<file path="src/rtl/eth_rmii_pkg.sv">
// Shared RMII receive definitions: framer states, preamble/SFD dibits and CRC-32 constants.
package eth_rmii_pkg;

  typedef enum logic [1:0] {
    IDLE     = 2'd0,
    PREAMBLE = 2'd1,
    DATA     = 2'd2
  } rx_state_e;

  localparam logic [1:0]  RMII_PREAMBLE_DIBIT = 2'b01;
  localparam logic [1:0]  RMII_SFD_DIBIT      = 2'b11;
  localparam logic [31:0] CRC32_POLY_REFL     = 32'hEDB88320;
  localparam logic [31:0] CRC32_INIT          = 32'hFFFFFFFF;
  localparam logic [31:0] CRC_RESIDUE_DEFAULT = 32'hC704DD7B;

  function automatic logic [31:0] bitrev32(input logic [31:0] v);
    logic [31:0] r;
    r = '0;
    for (int unsigned i = 0; i < 32; i++) r[i] = v[31-i];
    return r;
  endfunction

endpackage

</file>
<file path="src/rtl/crc32_byte.sv">
// Combinational byte-wide step of the reflected CRC-32 (LSB-first bit order).
module crc32_byte
  import eth_rmii_pkg::*;
(
  input  logic [31:0] crc_in,
  input  logic [7:0]  data,
  output logic [31:0] crc_out
);

  logic [31:0] c;

  always_comb begin
    c = crc_in ^ {24'h000000, data};
    for (int unsigned i = 0; i < 8; i++) begin
      c = c[0] ? ((c >> 1) ^ CRC32_POLY_REFL) : (c >> 1);
    end
    crc_out = c;
  end

endmodule

</file>
<file path="src/rtl/rmii_rx_framer.sv">
// RMII receive framer: strips preamble/SFD, assembles LSB-first dibits into bytes,
// checks the CRC-32 residue and reports per-frame length and status.
module rmii_rx_framer
  import eth_rmii_pkg::*;
#(
  parameter int unsigned MAX_LEN     = 2047,
  parameter logic [31:0] CRC_RESIDUE = CRC_RESIDUE_DEFAULT
) (
  input  logic        clk_50,
  input  logic        rst,
  input  logic [1:0]  i_erxd,
  input  logic        i_erx_dv,
  input  logic        i_erx_er,
  output logic [7:0]  rx_data,
  output logic        rx_valid,
  output logic        rx_sof,
  output logic        rx_eof,
  output logic [10:0] rx_len,
  output logic        rx_fcs_ok,
  output logic        rx_err,
  output logic        rx_busy
);

  localparam logic [10:0] LEN_MAX = 11'(MAX_LEN);

  rx_state_e   state, state_nxt;
  logic [1:0]  d;
  logic        dv, er;
  logic [1:0]  cnt;
  logic [5:0]  shreg;
  logic [31:0] crc, crc_next;
  logic [10:0] len;
  logic        err_flag, first;
  logic        start_frame, take_dibit, frame_end, dribble;
  logic [7:0]  byte_cur;

  assign byte_cur = {d, shreg};
  assign rx_busy  = (state != IDLE);

  crc32_byte u_crc (
    .crc_in  (crc),
    .data    (byte_cur),
    .crc_out (crc_next)
  );

  always_ff @(posedge clk_50 or posedge rst) begin
    if (rst) state <= IDLE;
    else     state <= state_nxt;
  end

  // A low CRS_DV at counter 2 is carrier-loss toggling, so that dibit is still data.
  always_comb begin
    state_nxt   = state;
    start_frame = 1'b0;
    take_dibit  = 1'b0;
    frame_end   = 1'b0;
    dribble     = 1'b0;
    case (state)
      IDLE: begin
        if (dv && d == RMII_PREAMBLE_DIBIT) state_nxt = PREAMBLE;
      end
      PREAMBLE: begin
        if (!dv) state_nxt = IDLE;
        else if (d == RMII_SFD_DIBIT) begin
          state_nxt   = DATA;
          start_frame = 1'b1;
        end else if (d != RMII_PREAMBLE_DIBIT) state_nxt = IDLE;
      end
      DATA: begin
        if (dv || cnt == 2'd2) take_dibit = 1'b1;
        else begin
          frame_end = 1'b1;
          dribble   = (cnt != 2'd0);
          state_nxt = IDLE;
        end
      end
      default: state_nxt = IDLE;
    endcase
  end

  always_ff @(posedge clk_50 or posedge rst) begin
    if (rst) begin
      d         <= '0;
      dv        <= 1'b0;
      er        <= 1'b0;
      cnt       <= '0;
      shreg     <= '0;
      crc       <= CRC32_INIT;
      len       <= '0;
      err_flag  <= 1'b0;
      first     <= 1'b0;
      rx_data   <= '0;
      rx_valid  <= 1'b0;
      rx_sof    <= 1'b0;
      rx_eof    <= 1'b0;
      rx_len    <= '0;
      rx_fcs_ok <= 1'b0;
      rx_err    <= 1'b0;
    end else begin
      d        <= i_erxd;
      dv       <= i_erx_dv;
      er       <= i_erx_er;
      rx_valid <= 1'b0;
      rx_sof   <= 1'b0;
      rx_eof   <= 1'b0;
      if (start_frame) begin
        cnt      <= '0;
        crc      <= CRC32_INIT;
        len      <= '0;
        err_flag <= 1'b0;
        first    <= 1'b1;
      end
      if (take_dibit) begin
        // Right shift places dibit n at bits [2n+1:2n] once three have arrived.
        shreg <= {d, shreg[5:2]};
        cnt   <= cnt + 2'd1;
        if (er) err_flag <= 1'b1;
        if (cnt == 2'd3) begin
          rx_data  <= byte_cur;
          rx_valid <= 1'b1;
          rx_sof   <= first;
          first    <= 1'b0;
          crc      <= crc_next;
          if (len == LEN_MAX) err_flag <= 1'b1;
          else                len      <= len + 11'd1;
        end
      end
      if (frame_end) begin
        rx_eof    <= 1'b1;
        rx_len    <= len;
        // The register is kept in reflected order; the residue constant is in normal order.
        rx_fcs_ok <= (bitrev32(crc) == CRC_RESIDUE) && (len >= 11'd4);
        rx_err    <= err_flag | dribble | er;
      end
    end
  end

endmodule

</file>
<file path="config.mk">
export PLATFORM = sky130hd
export DESIGN_NAME = rmii_rx_framer
export DESIGN_NICKNAME = d
export VERILOG_FILES = /design/src/rtl/eth_rmii_pkg.sv /design/src/rtl/crc32_byte.sv /design/src/rtl/rmii_rx_framer.sv
export SDC_FILE = /design/constraint.sdc
export NUM_CORES = 1
export LEC_CHECK = 0
export CAP_MARGIN = 10
export CORE_MARGIN = 2
export CORE_UTILIZATION = 45
export CTS_CLUSTER_DIAMETER = 40
export CTS_CLUSTER_SIZE = 25
export DETAILED_ROUTE_END_ITERATION = 6
export PLACE_DENSITY = 0.67
export SYNTH_ARGS = -nofsm -noshare
export SYNTH_HDL_FRONTEND = slang
export SYNTH_SLANG_ARGS = --single-unit
</file>
<file path="constraint.sdc">
create_clock -name clk_50 -period 3.28 [get_ports clk_50]
set_input_delay 0.492 -clock clk_50 [delete_from_list [all_inputs] [get_ports clk_50]]
set_output_delay 0.492 -clock clk_50 [all_outputs]
set_load 0.05 [all_outputs]
</file>
Yosys cells after proc, flatten, opt, wreduce, memory -nomap -nowiden
Cells that the tools add are included.
{"block": "word_totals", "reg_bits": 83, "input_bits": 6, "word_cells": 97}
{"block": "classes", "n_addsub": 2, "order_cmp": 1, "eq_ne": 12, "mux": 45, "bitwise": 11, "n_reduce_logical": 9}
{"op": "2-to-1 mux 32 bit", "count": 11}
{"op": "inverter 13 -> 14 bit", "count": 8}
{"op": "2-to-1 mux 11 bit", "count": 4}
{"op": "== test 32 bit, second input constant", "count": 1}
{"op": "bitwise XOR 32 x 8 -> 32 bit", "count": 1}
{"op": "2-to-1 mux 1 bit", "count": 22}
{"op": "2-to-1 mux 2 bit", "count": 7}
{"op": "adder 11 x 1 -> 11 bit, second input constant", "count": 1}
{"op": "== test 11 bit, second input constant", "count": 1}
{"op": "greater-or-equal comparator 11 x 3 -> 1 bit, second input constant", "count": 1}
{"op": "== test 2 bit, second input constant", "count": 4}
{"op": "case mux 2 bit (3 select lines)", "count": 1}
{"op": "nonzero test 2 bit", "count": 3}
{"op": "== test 2 x 1 -> 1 bit, second input constant", "count": 2}
{"op": "!= test 2 bit, second input constant", "count": 2}
{"op": "!= test 4 bit, second input constant", "count": 1}
{"op": "AND reduction 3 bit", "count": 1}
{"op": "adder 2 x 1 -> 2 bit, second input constant", "count": 1}
{"op": "logical AND 1 bit", "count": 2}
{"op": "zero test 2 bit", "count": 1}
{"op": "!= test 2 x 1 -> 1 bit, second input constant", "count": 1}
{"op": "OR 1 bit", "count": 2}
{"op": "AND reduction 2 bit", "count": 1}
{"op": "logical OR 1 bit", "count": 1}

Depth between registers and ports, before layout
Gate-level depths: netlist of run 1.
{"block": "depth", "ltp_word": 19, "depth_mapped": 9, "depth_no_buf": 8}

By module
From an unflattened synthesis of run 1, not the netlist that was laid out.
{"block": "hier_totals", "cells_unflattened": 344, "hier_area_um2": 4305.4}
{"mod": "rmii_rx_framer", "instances": 1, "cells_per_inst": 282, "area_each_um2": 3379.5, "seq_area_each_um2": 2117.0}
{"mod": "crc32_byte", "instances": 1, "cells_per_inst": 62, "area_each_um2": 925.9, "seq_area_each_um2": 0.0}

Worst setup path before layout of run 1
Ideal clock, no wire load.
{"block": "synth_path", "path_kind": "flip-flop to flip-flop", "start": "register cnt[0]", "end": "register rx_fcs_ok", "t_arrival_ps": 1906, "path_slack_ps": 1249, "stages_incl_launch_ff": 8, "period_less_slack_ps": 2031, "cell_sequence": "dfrtp_1 inv_1 ha_1 or2_2 nor2b_1 clkbuf_1 clkbuf_1 mux2_2"}
{"block": "synth_between", "elab_chain_len": 4}
{"element": "start, declared", "line_no": "rmii_rx_framer.sv:29", "text": "logic [1:0] cnt;"}
{"element": "start signal, assigned", "line_no": "rmii_rx_framer.sv:116", "text": "cnt <= cnt + 2'd1;"}
{"element": "== test 2 bit", "line_no": "rmii_rx_framer.sv:70", "text": "if (dv || cnt == 2'd2) take_dibit = 1'b1;"}
{"element": "logical OR 1 bit", "line_no": "rmii_rx_framer.sv:70"}
{"element": "2-to-1 mux 1 bit", "line_no": "rmii_rx_framer.sv:70"}
{"element": "2-to-1 mux 1 bit", "line_no": "rmii_rx_framer.sv:58", "text": "case (state)"}
{"element": "named net frame_end", "line_no": "rmii_rx_framer.sv:34", "text": "logic start_frame, take_dibit, frame_end, dribble;"}
{"element": "end signal, assigned", "line_no": "rmii_rx_framer.sv:132", "text": "rx_fcs_ok <= (bitrev32(crc) == CRC_RESIDUE) && (len >= 11'd4);"}
{"element": "end, declared", "line_no": "rmii_rx_framer.sv:19", "text": "output logic rx_fcs_ok,"}
The timed path passes the listed nets, and every way through them passes these cells.
A chain may end at the register's enable or synchronous reset.

Worst setup path in the final report of run 1
{"block": "layout_path", "start": "register state[0]", "end": "output port rx_busy"}
{"block": "layout_between", "elab_chain_len": 1}
{"element": "start, declared", "line_no": "rmii_rx_framer.sv:26", "text": "rx_state_e state, state_nxt;"}
{"element": "start signal, assigned", "line_no": "rmii_rx_framer.sv:48", "text": "else state <= state_nxt;"}
{"element": "nonzero test 2 bit", "line_no": "rmii_rx_framer.sv:38", "text": "assign rx_busy = (state != IDLE);"}
{"element": "end, declared", "line_no": "rmii_rx_framer.sv:21", "text": "output logic rx_busy"}
No other way between the ends.

==> results.sh, run 1 <==
export IMPL_status="finished clean"
export IMPL_placed_area_um2=4590
export IMPL_hold_violations=0
export IMPL_worst_slew_pin_slew_ns=0.719
export IMPL_comb_power_share=0.406
export IMPL_fin_nets=420
export IMPL_clockRootBuffer="clkbuf_8"
export IMPL_finalSetupTns_ns=0
export IMPL_synth_seq_cells=83
export IMPL_ys_warn_count=0
export IMPL_p_leak_nw=2.07
export IMPL_p_seq_frac=0.393
export IMPL_cts_tree="yes"
export IMPL_post_route_min_period_ns=2.24
export IMPL_route_detailed_drc=0
export IMPL_syn_num_nets=385
export IMPL_syn2layout_area_growth_pct=15.5
export IMPL_fill_cells=777
export IMPL_htree_levels=3
export IMPL_fmax_ghz=0.446
export IMPL_overflow=0
export IMPL_gp_congestion=0.848
export IMPL_start_util=0.470
export IMPL_drtPass1Iterations=4
export IMPL_regArea_um2=2120
export IMPL_synthCells=374
export IMPL_crit_type="reg -> out"
export IMPL_seq_area_frac_synth=0.512
export IMPL_setup_violations=0
export IMPL_dieHeight_um=99.9
export IMPL_multi_input_area_um2=1940
export IMPL_grt_pass1_wl_mm=14.7
export IMPL_crit_fanout=4
export IMPL_slew_violations=0
export IMPL_period_share=0.683
export IMPL_clk_pin_slew_ns=0.09
export IMPL_design_core_area_um2=8810
export IMPL_hold_path_class="reg -> reg"
export IMPL_n_antenna_cell=0
export IMPL_die_area_um2=9980
export IMPL_clock_sinks=83
export IMPL_start_kind="register"
export IMPL_net_switching_power_mw=1.21
export IMPL_vias_per_cell=5.34
export IMPL_hold_buffers=0
export IMPL_cts_setup_buffers=0
export IMPL_grt_pass1_vias=2972
export IMPL_cts_buffers=9
export IMPL_antenna_left=0
export IMPL_relSlewSlack=0.520
export IMPL_avgSynthCellArea_um2=11.1
export IMPL_first_iter_violations=97
export IMPL_critPathCaptureType="primary output"
export IMPL_grt_antenna_before_repair=0
export IMPL_p_int_mw=2.20
export IMPL_cp_arrival_ns=1.75
export IMPL_layout_drive_gt1_share=0.208
export IMPL_drt_total_wl_mm=8.67
export IMPL_rsz0062_at_grt="no"
export IMPL_clockBufferDepth=2
export IMPL_routedWlPerCell_um=16.6
export IMPL_fp_row_count=34
export IMPL_ios=31
export IMPL_maxCapViolations=0
export IMPL_syn_area_um2=4140
export IMPL_cellPowerDensity_nw_per_um2=712
export IMPL_crit_required_ns=2.79
export IMPL_via_count=2785
export IMPL_grt_start_max_net_pins=44
export IMPL_dp_hpwl_mm=6.12
export IMPL_power_mw=3.40
export IMPL_clock_power_share=0.201
export IMPL_fin_skew_ns=0.0140
export IMPL_die_w_um=99.9
export IMPL_yosysUniqueCellTypes=40
export IMPL_max_vdd_ir_drop_uv=343
export IMPL_clk_latency_ns=0.36
export IMPL_port_buffers=30
export IMPL_p_sw_frac=0.355
export IMPL_post_cts_resized=0
export IMPL_grt_use_total=0.188
export IMPL_fin_area_um2=4780
[layout make-up]
class                   count  area share
clock buffers               9      0.0259
repair buffers             38      0.0781
flip-flops and latches     83       0.443
clock inverters             7      0.0126
inverters                   8     0.00655
multi-input cells         269       0.405
well taps                 108      0.0283
[Yosys cell counts]
library cell / n / share of area
and3b_1: 1 / 0.0021
xnor3_1: 3 / 0.016
buf_2: 1 / 0.0012
xor2_1: 15 / 0.032
a41oi_1: 1 / 0.0021
xor2_4: 1 / 0.0067
xnor2_2: 7 / 0.028
xnor3_2: 1 / 0.0057
a31oi_1: 1 / 0.0015
o21a_1: 1 / 0.0018
and3_1: 2 / 0.0030
nand2b_1: 1 / 0.0015
nand4_1: 2 / 0.0030
nor4bb_1: 2 / 0.0048
o21ai_0: 11 / 0.013
a21o_1: 1 / 0.0018
nor3_1: 4 / 0.0048
nand3_1: 9 / 0.011
or2_2: 2 / 0.0030
nor2b_1: 3 / 0.0045
clkbuf_1: 12 / 0.011
nor4_1: 5 / 0.0076
ha_1: 5 / 0.015
o31ai_1: 4 / 0.0073
mux2_2: 13 / 0.035
xor2_2: 2 / 0.0079
buf_1: 1 / 0.00091
nor4b_1: 2 / 0.0042
nor2_1: 29 / 0.026
a22o_1: 2 / 0.0042
o22a_1: 12 / 0.025
inv_1: 8 / 0.0073
xnor2_1: 37 / 0.078
dfrtp_1: 51 / 0.31
xnor2_4: 3 / 0.020
nand4b_1: 2 / 0.0042
nand2_1: 58 / 0.053
and2_1: 2 / 0.0030
a21oi_1: 25 / 0.030
dfstp_2: 32 / 0.20
[cell usage in the layout (no fill, tap or decap), drive strengths merged, types with 3 or more instances in the layout]
cell	count
nand2	58
dfrtp	51
xnor2	47
dfstp	32
clkdlybuf4s50	30
nor2	29
a21oi	25
xor2	18
mux2	13
o22a	12
o21ai	11
inv	10
nand3	9
clkbuf	9
buf	8
nor4	5
ha	5
o31ai	4
nor3	4
xnor3	4
nor2b	3
clkinvlp	3
[critical path, stage by stage (launching register included)]
cell	delay, ns
dfrtp_1	0.41
or2_2	0.28
clkdlybuf4s50_1	0.70
[cell families after synthesis]
kind of cell / Yosys count / synth area share
muxes: 13 / 0.0354
DFF: 83 / 0.512
buffers and inverters: 22 / 0.0203
xor gates and xnor gates: 69 / 0.194
adders and majority gates: 5 / 0.0151
AOI/OAI and AO/OA: 58 / 0.0877
and+or+nand+nor: 124 / 0.136
[through the flow]
step / std cells / hold WS (ns) / worst slack (ns) / utilization
after floorplan: 374 / 0.451 / 0.704 / -
after global placement: 506 / 0.461 / 1.24 / 0.522
after detailed placement: 506 / 0.466 / 1.15 / 0.522
after CTS: 522 / 0.488 / 1.02 / 0.542
after global routing: 522 / 0.513 / 0.920 / 0.542
final: 522 / 0.482 / 1.04 / 0.542
[final timing paths]
kind,start,to,slack (ns),depth (start not counted)
min reg2reg,rx_data[7],rx_data[7],0.48,2
max in group asynchronous,rst,rx_data[2],2.06,3
max,state[0],rx_busy,1.04,2
max reg2reg,cnt[0],crc[17],1.14,8
min in group asynchronous,rst,rx_valid,0.56,2
min,rx_data[7],rx_data[7],0.48,2
[flip-flops by register name, summed over array words and instances, names as in the netlist]
signal     flops
rx_eof         1
len           11
rx_fcs_ok      1
shreg          6
rx_err         1
er             1
d              2
rx_data        8
rx_len        11
rx_valid       1
state          2
rx_sof         1
dv             1
crc           32
first          1
err_flag       1
cnt            2
[routing by layer]
metal  track usage  share of wire
met1         0.247           0.46
met5             0              0
met4        0.0495          0.014
met2         0.313           0.49
met3        0.0487          0.031
[power groups by stage]
stage	registers, mW	clock network [mW]	logic (mW)
3_5_place_dp	1.35	0	1.37
5_1_grt	1.35	0.750	1.49
6_report	1.34	0.685	1.38
3_3_place_gp	1.35	0	1.37
2_1_floorplan	1.33	0	1.13
4_1_cts	1.34	0.714	1.38
(Power assumes the default switching activity.)
==> run 2: changes to the inputs <==
--- a/config.mk
+++ b/config.mk
@@ -11,7 +11,7 @@
 export CTS_CLUSTER_DIAMETER = 40
 export CTS_CLUSTER_SIZE = 25
 export DETAILED_ROUTE_END_ITERATION = 6
-export PLACE_DENSITY = 0.67
+export PLACE_DENSITY = 0.69
 export SYNTH_ARGS = -nofsm -noshare
 export SYNTH_HDL_FRONTEND = slang
 export SYNTH_SLANG_ARGS = --single-unit
==> constraint.sdc (replaced) <==
create_clock -name clk_50 -period 1.8 [get_ports clk_50]
set_input_delay 0.27 -clock clk_50 [delete_from_list [all_inputs] [get_ports clk_50]]
set_output_delay 0.27 -clock clk_50 [all_outputs]
set_load 0.05 [all_outputs]
==> results.sh, run 2 (synthesis gave the netlist of run 1 again) <==
export IMPL_p_leak_nw=2.53
export IMPL_fp_row_count=34
export IMPL_syn2layout_area_growth_pct=27.0
export IMPL_worstSetupPathDepth=6
export IMPL_maxCapViolations=0
export IMPL_critPathSlowestCell="dfstp_2"
export IMPL_period_share=1.01
export IMPL_crit_type="reg -> reg"
export IMPL_critPathCaptureType="register"
export IMPL_crit_required_ns=2.08
export IMPL_die_w_um=99.9
export IMPL_die_area_um2=9980
export IMPL_antenna_left=0
export IMPL_clock_power_share=0.189
export IMPL_crit_fanout=3
export IMPL_placed_area_um2=4970
export IMPL_fin_area_um2=5260
export IMPL_n_antenna_cell=0
export IMPL_net_switching_power_mw=2.27
export IMPL_first_iter_violations=103
export IMPL_port_buffers=30
export IMPL_slew_violations=0
export IMPL_via_count=2943
export IMPL_clockRootBuffer="clkbuf_8"
export IMPL_worst_slew_pin_slew_ns=0.505
export IMPL_grt_pass1_wl_mm=15.3
export IMPL_grt_use_total=0.195
export IMPL_layout_drive_gt1_share=0.308
export IMPL_clockBufferDepth=2
export IMPL_clk_latency_ns=0.36
export IMPL_status="finished, violations left"
export IMPL_htree_levels=3
export IMPL_p_sw_frac=0.335
export IMPL_overflow=0
export IMPL_relSlewSlack=0.663
export IMPL_p_seq_frac=0.360
export IMPL_power_mw=6.78
export IMPL_drt_total_wl_mm=9.17
export IMPL_start_util=0.470
export IMPL_crit_chain="xor2_4 > buf_4 > xnor2_4 > xnor2_2 > xnor3_1 > a21oi_1"
export IMPL_max_stage_delay_ns=0.58
export IMPL_layout_commonest_cell="nand2_1"
export IMPL_drtPass1Iterations=4
export IMPL_comb_power_share=0.450
export IMPL_gp_congestion=0.866
export IMPL_hold_violations=0
export IMPL_grt_antenna_before_repair=0
export IMPL_worst_slack_ns=-0.0246
export IMPL_design_core_area_um2=8810
export IMPL_setup_violations=2
export IMPL_clk_pin_slew_ns=0.08
export IMPL_p_int_mw=4.51
export IMPL_start_kind="register"
export IMPL_hold_buffers=0
export IMPL_route_detailed_drc=0
export IMPL_dieHeight_um=99.9
export IMPL_grt_pass1_vias=3088
export IMPL_vias_per_cell=5.23
export IMPL_routedWlPerCell_um=16.3
export IMPL_fin_skew_ns=0.0108
export IMPL_biggestRegsByFlops="crc x32, len x11, rx_len x11"
export IMPL_numPlacedInstances=547
export IMPL_cellPowerDensity_nw_per_um2=1290
export IMPL_grt_start_max_net_pins=84
export IMPL_hold_path_class="in -> reg"
export IMPL_cts_buffers=9
export IMPL_rsz0062_at_grt="yes"
export IMPL_crit_buf_inv=1
export IMPL_stdcell_count=563
export IMPL_mostFrequentLayoutCells="nand2_1, dfrtp_1, buf_4"
export IMPL_regMostFlops="crc"
export IMPL_clock_sinks=83
export IMPL_cp_top_family="XOR/XNOR gates"
export IMPL_fin_nets=462
export IMPL_violations="negative setup slack"
export IMPL_largest_reg_flops=32
export IMPL_hold_depth=1
export IMPL_fmax_ghz=0.548
export IMPL_dp_hpwl_mm=6.41
export IMPL_ios=31
export IMPL_reg2reg_depth=6
export IMPL_place_ws_ns=-0.101
export IMPL_cp_arrival_ns=2.11
export IMPL_post_route_min_period_ns=1.82
export IMPL_cts_tree="yes"
export IMPL_max_vdd_ir_drop_uv=707
## run 2: changes by cell type in the layout (fill, tap and decap cells not counted), sizes merged
cell	delta
buf	+46
clkdlybuf4s50	-22
dlygate4sd2	+9
dlymetal6s2s	+9
inv	-3
bufinv	+1
clkbuf	+1
## run 2: layout make-up
class	instances	area [um2]
tap	108	135
multi-input combinational	269	2070
timing repair buffer	80	718
clock inverter	5	55.1
clock buffer	10	128
inverter	8	33.8
sequential	83	2120
fill	736	3550
## run 2: worst paths after layout
kind	from	slack, ns	endpoint
worst max-delay path	crc[7]	-0.02	crc[20]
worst min-delay path	i_erx_er	0.34	er
worst max register to register	crc[7]	-0.02	crc[20]
worst min register to register	rx_data[2]	0.48	rx_data[2]
max in group asynchronous	rst	1.06	crc[19]
min in group asynchronous	rst	0.38	rx_eof
## run 2: layer usage
layer,part of all wire,vias to the layer above,GRT usage,wire (um)
met5,0,-,0,0
met4,0.020,0,0.0695,181
met3,0.033,17,0.0376,305
met2,0.50,59,0.324,4600
met1,0.44,1457,0.256,4080
li1,-,1410,-,-
## run 2: power groups by stage
| stage | clock network, mW | registers, mW | logic [mW] |
|---|---|---|---|
| after CTS | 1.32 | 2.44 | 2.93 |
| after global placement | 0 | 2.46 | 2.82 |
| after floorplan | 0 | 2.43 | 2.09 |
| after global routing | 1.40 | 2.47 | 3.28 |
| final | 1.28 | 2.44 | 3.05 |
| after detailed placement | 0 | 2.47 | 2.87 |
## run 2: repair_timing
item | 4_1_cts | 5_1_grt
buffers inserted | 0 | 1
endpoints found under the setup margin | 19 | 29
gates resized for setup | 12 | 20
pin swaps | 0 | 7
## run 2: through the flow
| step | hold slack [ns] | utilization | setup TNS (ns) |
|---|---|---|---|
| after floorplan | 0.301 | - | -0.196 |
| after CTS | 0.337 | 0.586 | -0.109 |
| final | 0.343 | 0.597 | -0.0250 |
| after global placement | 0.462 | 0.564 | -0.0236 |
| after detailed placement | 0.466 | 0.564 | -0.229 |
| after global routing | 0.326 | 0.597 | -0.388 |
